## src/rtl/seq_event_logger_pkg.sv

```systemverilog
// Shared constants and helpers for the sequence-detector event logger.
// Defaults cover the common 8-entry, 16-bit-timestamp configuration.
package seq_event_pkg;

    localparam int DEPTH_DEF = 8;
    localparam int TS_W_DEF  = 16;
    localparam int CNT_W_DEF = 8;

    typedef logic [TS_W_DEF-1:0] ts_t;

    function automatic int ptr_w(input int depth);
        return $clog2(depth);
    endfunction

endpackage

```

## src/rtl/seq_event_logger_if.sv

```systemverilog
// Valid/ready read port through which queued detection timestamps are offered.
// The logger is the master; the host or monitor is the slave.
interface seq_event_logger_if
    import seq_event_pkg::*;
#(
    parameter int TS_W = TS_W_DEF
);
    logic            ev_valid;
    logic [TS_W-1:0] ev_ts;
    logic            ev_ready;

    modport master (output ev_valid, output ev_ts, input ev_ready);
    modport slave  (input ev_valid, input ev_ts, output ev_ready);

endinterface

```

## src/rtl/seq_event_logger_fifo.sv

```systemverilog
// Single-clock FIFO with a registered head entry, so valid and data never
// depend combinationally on the current push or pop.
module evt_fifo
    import seq_event_pkg::*;
#(
    parameter  int DEPTH = DEPTH_DEF,
    parameter  int DW    = TS_W_DEF,
    localparam int PW    = ptr_w(DEPTH),
    localparam int LW    = PW + 1
)(
    input  logic          clk,
    input  logic          rst,
    input  logic          flush,
    input  logic          push,
    input  logic          pop,
    input  logic [DW-1:0] din,
    output logic          full,
    output logic          empty,
    output logic [LW-1:0] level,
    output logic          head_valid,
    output logic [DW-1:0] head
);

    logic [DW-1:0] mem_r [DEPTH];
    logic [PW-1:0] wr_r;
    logic [PW-1:0] rd_r;
    logic [LW-1:0] level_r;
    logic          head_valid_r;
    logic [DW-1:0] head_r;

    logic          pop_ok_s;
    logic          push_ok_s;
    logic [PW-1:0] rd_nxt_s;
    logic [LW-1:0] level_nxt_s;
    logic [DW-1:0] head_nxt_s;

    // Next-state for occupancy and the head register; a push into a one-entry
    // result lands directly on the head, otherwise the head comes from memory.
    always_comb begin
        pop_ok_s    = pop && (level_r != {LW{1'b0}});
        push_ok_s   = push && ((level_r != LW'(DEPTH)) || pop_ok_s);
        rd_nxt_s    = rd_r + PW'(pop_ok_s);
        level_nxt_s = level_r + LW'(push_ok_s) - LW'(pop_ok_s);
        head_nxt_s  = {DW{1'b0}};
        if (level_nxt_s == {LW{1'b0}}) begin
            head_nxt_s = {DW{1'b0}};
        end else if (push_ok_s && (rd_nxt_s == wr_r)) begin
            head_nxt_s = din;
        end else begin
            head_nxt_s = mem_r[rd_nxt_s];
        end
    end

    // Pointer, occupancy and head registers; flush empties the queue.
    always_ff @(posedge clk or posedge rst) begin
        if (rst) begin
            wr_r         <= {PW{1'b0}};
            rd_r         <= {PW{1'b0}};
            level_r      <= {LW{1'b0}};
            head_valid_r <= 1'b0;
            head_r       <= {DW{1'b0}};
        end else if (flush) begin
            wr_r         <= {PW{1'b0}};
            rd_r         <= {PW{1'b0}};
            level_r      <= {LW{1'b0}};
            head_valid_r <= 1'b0;
            head_r       <= {DW{1'b0}};
        end else begin
            wr_r         <= wr_r + PW'(push_ok_s);
            rd_r         <= rd_nxt_s;
            level_r      <= level_nxt_s;
            head_valid_r <= (level_nxt_s != {LW{1'b0}});
            head_r       <= head_nxt_s;
        end
    end

    // Storage array; contents outside the live window are never observed.
    always_ff @(posedge clk) begin
        if (push_ok_s && !flush) begin
            mem_r[wr_r] <= din;
        end
    end

    assign full       = (level_r == LW'(DEPTH));
    assign empty      = (level_r == {LW{1'b0}});
    assign level      = level_r;
    assign head_valid = head_valid_r;
    assign head       = head_r;

endmodule

```

## src/rtl/seq_event_logger.sv

```systemverilog
// Timestamps every detector pulse and queues it for a host, keeping
// saturating detection/drop counts and a sticky overflow flag.
module seq_event_logger
    import seq_event_pkg::*;
#(
    parameter  int DEPTH = DEPTH_DEF,
    parameter  int TS_W  = TS_W_DEF,
    parameter  int CNT_W = CNT_W_DEF,
    localparam int LW    = ptr_w(DEPTH) + 1
)(
    input  logic                clk,
    input  logic                rst,
    input  logic                det,
    input  logic                clr,
    seq_event_logger_if.master  ev,
    output logic [LW-1:0]       level,
    output logic [CNT_W-1:0]    det_cnt,
    output logic [CNT_W-1:0]    drop_cnt,
    output logic                ovf
);

    localparam logic [CNT_W-1:0] CNT_MAX = {CNT_W{1'b1}};

    logic [TS_W-1:0]  ts_r;
    logic [CNT_W-1:0] det_cnt_r;
    logic [CNT_W-1:0] drop_cnt_r;
    logic             ovf_r;

    logic             full_s;
    logic             empty_s;
    logic             pop_s;
    logic             push_s;
    logic             drop_s;
    logic             head_valid_s;
    logic [TS_W-1:0]  head_s;

    // A full queue still accepts an event when the head leaves in the same cycle.
    always_comb begin
        pop_s  = ev.ev_ready && !empty_s;
        push_s = det && (!full_s || pop_s);
        drop_s = det && full_s && !pop_s;
    end

    // Free-running timestamp; clr deliberately leaves it alone.
    always_ff @(posedge clk or posedge rst) begin
        if (rst) begin
            ts_r <= {TS_W{1'b0}};
        end else begin
            ts_r <= ts_r + TS_W'(1'b1);
        end
    end

    // Saturating statistics and sticky overflow; clr wins over a coincident event.
    always_ff @(posedge clk or posedge rst) begin
        if (rst) begin
            det_cnt_r  <= {CNT_W{1'b0}};
            drop_cnt_r <= {CNT_W{1'b0}};
            ovf_r      <= 1'b0;
        end else if (clr) begin
            det_cnt_r  <= {CNT_W{1'b0}};
            drop_cnt_r <= {CNT_W{1'b0}};
            ovf_r      <= 1'b0;
        end else begin
            if (det && (det_cnt_r != CNT_MAX)) begin
                det_cnt_r <= det_cnt_r + CNT_W'(1'b1);
            end else begin
                det_cnt_r <= det_cnt_r;
            end
            if (drop_s && (drop_cnt_r != CNT_MAX)) begin
                drop_cnt_r <= drop_cnt_r + CNT_W'(1'b1);
            end else begin
                drop_cnt_r <= drop_cnt_r;
            end
            ovf_r <= ovf_r | drop_s;
        end
    end

    evt_fifo #(
        .DEPTH (DEPTH),
        .DW    (TS_W)
    ) u_fifo (
        .clk        (clk),
        .rst        (rst),
        .flush      (clr),
        .push       (push_s),
        .pop        (pop_s),
        .din        (ts_r),
        .full       (full_s),
        .empty      (empty_s),
        .level      (level),
        .head_valid (head_valid_s),
        .head       (head_s)
    );

    assign ev.ev_valid = head_valid_s;
    assign ev.ev_ts    = head_s;
    assign det_cnt     = det_cnt_r;
    assign drop_cnt    = drop_cnt_r;
    assign ovf         = ovf_r;

endmodule

```

## src/flat_wrapper.sv

```systemverilog
// flat-port wrapper written by rule: the top's interface ports become plain ports
module seq_event_logger_flat import seq_event_pkg::*;
#(
    parameter  int DEPTH = DEPTH_DEF,
    parameter  int TS_W  = TS_W_DEF,
    parameter  int CNT_W = CNT_W_DEF,
    localparam int LW    = ptr_w(DEPTH) + 1
)
  (clk, rst, det, clr, level, det_cnt, drop_cnt, ovf, ev_ev_valid, ev_ev_ts, ev_ev_ready);
  seq_event_logger_if #(.TS_W(TS_W)) ev_i ();
  input  logic clk;
  input  logic rst;
  input  logic det;
  input  logic clr;
  output logic [LW-1:0] level;
  output logic [CNT_W-1:0] det_cnt;
  output logic [CNT_W-1:0] drop_cnt;
  output logic ovf;
  output wire logic [$bits(ev_i.ev_valid)-1:0] ev_ev_valid;
  output wire logic [$bits(ev_i.ev_ts)-1:0] ev_ev_ts;
  input wire logic [$bits(ev_i.ev_ready)-1:0] ev_ev_ready;
  assign ev_ev_valid = ev_i.ev_valid;
  assign ev_ev_ts = ev_i.ev_ts;
  assign ev_i.ev_ready = ev_ev_ready;
  seq_event_logger #(.DEPTH(DEPTH), .TS_W(TS_W), .CNT_W(CNT_W)) u_core (.clk(clk), .rst(rst), .det(det), .clr(clr), .ev(ev_i), .level(level), .det_cnt(det_cnt), .drop_cnt(drop_cnt), .ovf(ovf));
endmodule
```

## config.mk

```make
export PLATFORM = sky130hd
export DESIGN_NAME = seq_event_logger_flat
export DESIGN_NICKNAME = d
export VERILOG_FILES = /design/src/rtl/seq_event_logger_pkg.sv /design/src/rtl/seq_event_logger_if.sv /design/src/rtl/seq_event_logger_fifo.sv /design/src/rtl/seq_event_logger.sv /design/src/flat_wrapper.sv
export SDC_FILE = /design/constraint.sdc
export NUM_CORES = 1
export LEC_CHECK = 0
export ABC_AREA = 1
export CAP_MARGIN = 15
export CORE_ASPECT_RATIO = 1.4
export CORE_UTILIZATION = 55
export DETAILED_ROUTE_END_ITERATION = 16
export GPL_TIMING_DRIVEN = 0
export MAX_ROUTING_LAYER = met4
export PLACE_DENSITY = 0.83
export SETUP_SLACK_MARGIN = 0.02
export SYNTH_ARGS = -nofsm -noshare
export SYNTH_HDL_FRONTEND = slang
export SYNTH_SLANG_ARGS = --single-unit
```

## constraint.sdc

```tcl
create_clock -name clk -period 3.6 [get_ports clk]
set_clock_uncertainty 0.05 [all_clocks]
set_input_delay 1.08 -clock clk [delete_from_list [all_inputs] [get_ports clk]]
set_output_delay 1.08 -clock clk [all_outputs]
set_load 0.005 [all_outputs]
```

==> metrics.txt <==
status completed; Fillers 994; IO Port Bufs 41; root buf cell clkbuf_16; post-DP HPWL 13,300 um; Post-Syn Area 8230 um2; crit-path cells clkdlybuf4s50_1, nand2_2, a21oi_4, buf_12, inv_1, ha_1, inv_1, ha_1, fa_1, xor2_1, o21ai_1, nand2_2, inv_4, buf_4, nor2_1; max frequency 290 MHz; Worst Path Class, Setup primary input to register; GRT Util Overall 27.3%; delay-heaviest family, CP buffers and inverters; final cycle utilization of the critical path 95.8%; n_diodes 0; share of layout cells above drive strength 1 11.0%; placement row count 52; worst endpoint required time 3860 ps; share of the synthesized area in the top cell type 46.7%; Sum Neg Setup Slack 0 ps; leading area contributor after synthesis edfxtp_1; Placer Congestion 0.814; final net count 907; Seq cells post-synth 188; Reg2Reg Capture Point u_core.u_fifo.head[3]; syn nets 832; Register Area 5350 um2; final wirelength 20,000 um; Critical Path AT 3710 ps; reg-to-reg slack, setup 570 ps; CP Launch Point ev_ev_ready; latest clock arrival within the worst-skew pair 420 ps; Mapped Avg Cell Area 10.1 um2; die height 147 um; drt pass-1 iters 7; Die Area 15,500 um2; routed via count 6,240; startpoint types primary input; type of the worst min-delay path register to register; power per standard cell area 755 nW/um2; ANT nets after route 0; H-tree depth 4; first-pass GRT wire length 30,800 um; residual DRC count 0; reg2reg start u_core.u_fifo.level[2]; Hold Fails Final Rpt 0; Worst VDD drop 0.532 mV; Ports 43; fin crit period 3450 ps; min-delay src u_core.ovf; Area Overhead vs Synth 17.6%; Max Root-Sink Buffers 2; initial antenna violation count 0; clock transition at the registers of the reported paths 70 ps; Seq/Total Area, Yosys 65.0%; Non-Filler Instances 1,090; Worst-Margin Slew 841 ps; vias in the first global route 6,034; Crit. path cell count 15; DR WL/cell 18.4 um; Final Worst Setup Slack 151 ps; area used by multi-input combinational logic 2570 um2; Netlist cell types 29; Buf+Inv Stages, Crit Path 6; DR vias/cell 5.72; Slew HR 43.6%; Syn Inst Count 813; CP endpoint kind register; hold-critical path endpoint u_core.ovf; largest net degree at the start of global routing 40; placed insts 1,052; Hold Crit Depth 2; Critical Path Slowest Stage Cell clkdlybuf4s50_1; largest fanout on the critical path 9; FF-to-FF path depth 17; CTS tree yes; synth warn 0; total clock buffers created by CTS 17; Max Slew Vio Count 0; Initial Utilization 56.7%; RSZ-0062 raised after global routing false; Final setup viols 0; Max Cap Viol 0; Lkg Pwr 0.00409 uW; post-place setup slack -956 ps; die width 105 um; Overflow after GRT 0; CTS sink count 188; Core Region 14,500 um2; Synth area leaders edfxtp_1 47%, dfrtp_1 18%, nand2_1 14%, nand3_1 6.8%, inv_1 2.3%; CP max stage delay 480 ps; First DRT Iteration DRCs 656
==> cell families (layout without fill, tap and decap cells) <==
logic type      count (synthesis)  in the layout  synth area share, %
compound gates                 15             15                0.988
xor+xnor                       20             20                 2.22
fa+ha+maj                      14             14                 2.22
buf+inv                        86            174                 4.46
flops                         188            188                 65.0
simple gates                  490            490                 25.2
==> worst min-delay path, delay by kind of cell, from the launching register on <==
| family | cells | cell delay, ps |
|---|---|---|
| flip-flops | 1 | 350 |
| AND/OR/NAND/NOR | 1 | 70 |
| AO/OA/AOI/OAI | 1 | 40 |
==> where the power goes <==
part | switching (uW) | internal (uW) | total, uW | leakage, uW
Sequential | 75.9 | 2470 | 2540 | 0.00198
Combinational | 1970 | 1040 | 3010 | 0.00184
Clock | 847 | 909 | 1760 | 0.000265
==> state kept, by name (all words and copies together) (netlist names) <==
register / flops
u_core.drop_cnt: 8
u_core.ovf: 1
u_core.u_fifo.head_valid: 1
u_core.u_fifo.rd_r: 3
u_core.u_fifo.mem_r: 128
u_core.u_fifo.wr_r: 3
u_core.ts_r: 16
u_core.u_fifo.head: 16
u_core.u_fifo.level: 4
u_core.det_cnt: 8
==> synth_stat cells <==
| cell type | instances |
|---|---|
| nand4_1 | 8 |
| o21ai_0 | 3 |
| buf_1 | 1 |
| nand3_2 | 1 |
| xnor2_1 | 1 |
| a21oi_2 | 1 |
| nand3_1 | 112 |
| nor3_2 | 1 |
| nor2_8 | 1 |
| clkbuf_1 | 7 |
| xnor2_2 | 1 |
| xor2_1 | 18 |
| inv_2 | 4 |
| nand2_4 | 1 |
| nor2_1 | 48 |
| o21bai_1 | 1 |
| dfrtp_1 | 60 |
| ha_1 | 13 |
| edfxtp_1 | 128 |
| o21ai_1 | 5 |
| nor3_1 | 17 |
| buf_6 | 1 |
| buf_4 | 3 |
| nand2_2 | 5 |
| a21oi_1 | 5 |
| buf_2 | 20 |
| fa_1 | 1 |
| inv_1 | 50 |
| nand2_1 | 296 |
==> final cells by class <==
type                    count  area share, %
clock inverters            15           1.40
multi-input cells         539           26.5
flip-flops and latches    188           55.2
clock buffers              17           4.40
plain buffers              31           1.81
well taps                 189           2.44
inverters                  54           2.12
repair buffers             57           6.04
==> cell usage in the layout (no fill, tap or decap), types with 5 or more instances in the layout <==
cell / instances
ha_1: 13
nand2_2: 6
xor2_1: 18
nor2_1: 47
clkbuf_1: 7
nor3_1: 9
nand2_1: 295
edfxtp_1: 128
a21oi_1: 5
nor3_2: 9
dfrtp_1: 60
buf_6: 7
buf_2: 19
o21ai_1: 6
buf_4: 8
nand3_1: 112
inv_1: 47
clkbuf_16: 17
inv_2: 6
clkdlybuf4s50_1: 41
nand4_1: 8
==> timing repair <==
item                       4_1_cts  5_1_grt
cloned                           0        0
setup endpoints to repair       16       16
hold buffers                     0        0
pin swaps                        1        3
gates resized for setup          8        4
setup buffers                    2        5
==> layer usage <==
layer,vias to the layer above,part of all wire (%),GRT usage (%)
li1,2841,-,-
met5,-,0,-
met2,342,53,48.4
met1,2987,35,29.1
met3,70,6.7,4.75
met4,0,4.6,13.7
==> worst max-delay path by stage <==
stage	slack (ps)	to
floorplan	120	u_core.u_fifo.head[10]
global placement	-1130	u_core.u_fifo.mem_r[6][10]
detailed placement	-960	u_core.u_fifo.head[6]
CTS	40	u_core.u_fifo.head[6]
global route	30	u_core.u_fifo.head[6]
finish	150	u_core.u_fifo.head[3]
==> per-stage QoR <==
stage | hold slack [ps] | utilization (%) | power [uW] | area [um2]
after global routing | 495 | 66.7 | 7680 | 9680
after CTS | 462 | 66.4 | 7170 | 9630
final | 454 | 66.7 | 7310 | 9680
after global placement | 444 | 61.2 | 5260 | 8870
after detailed placement | 441 | 62.3 | 5370 | 9040
after floorplan | 436 | - | 4410 | 8230
Power figures use the tool's default switching activity.
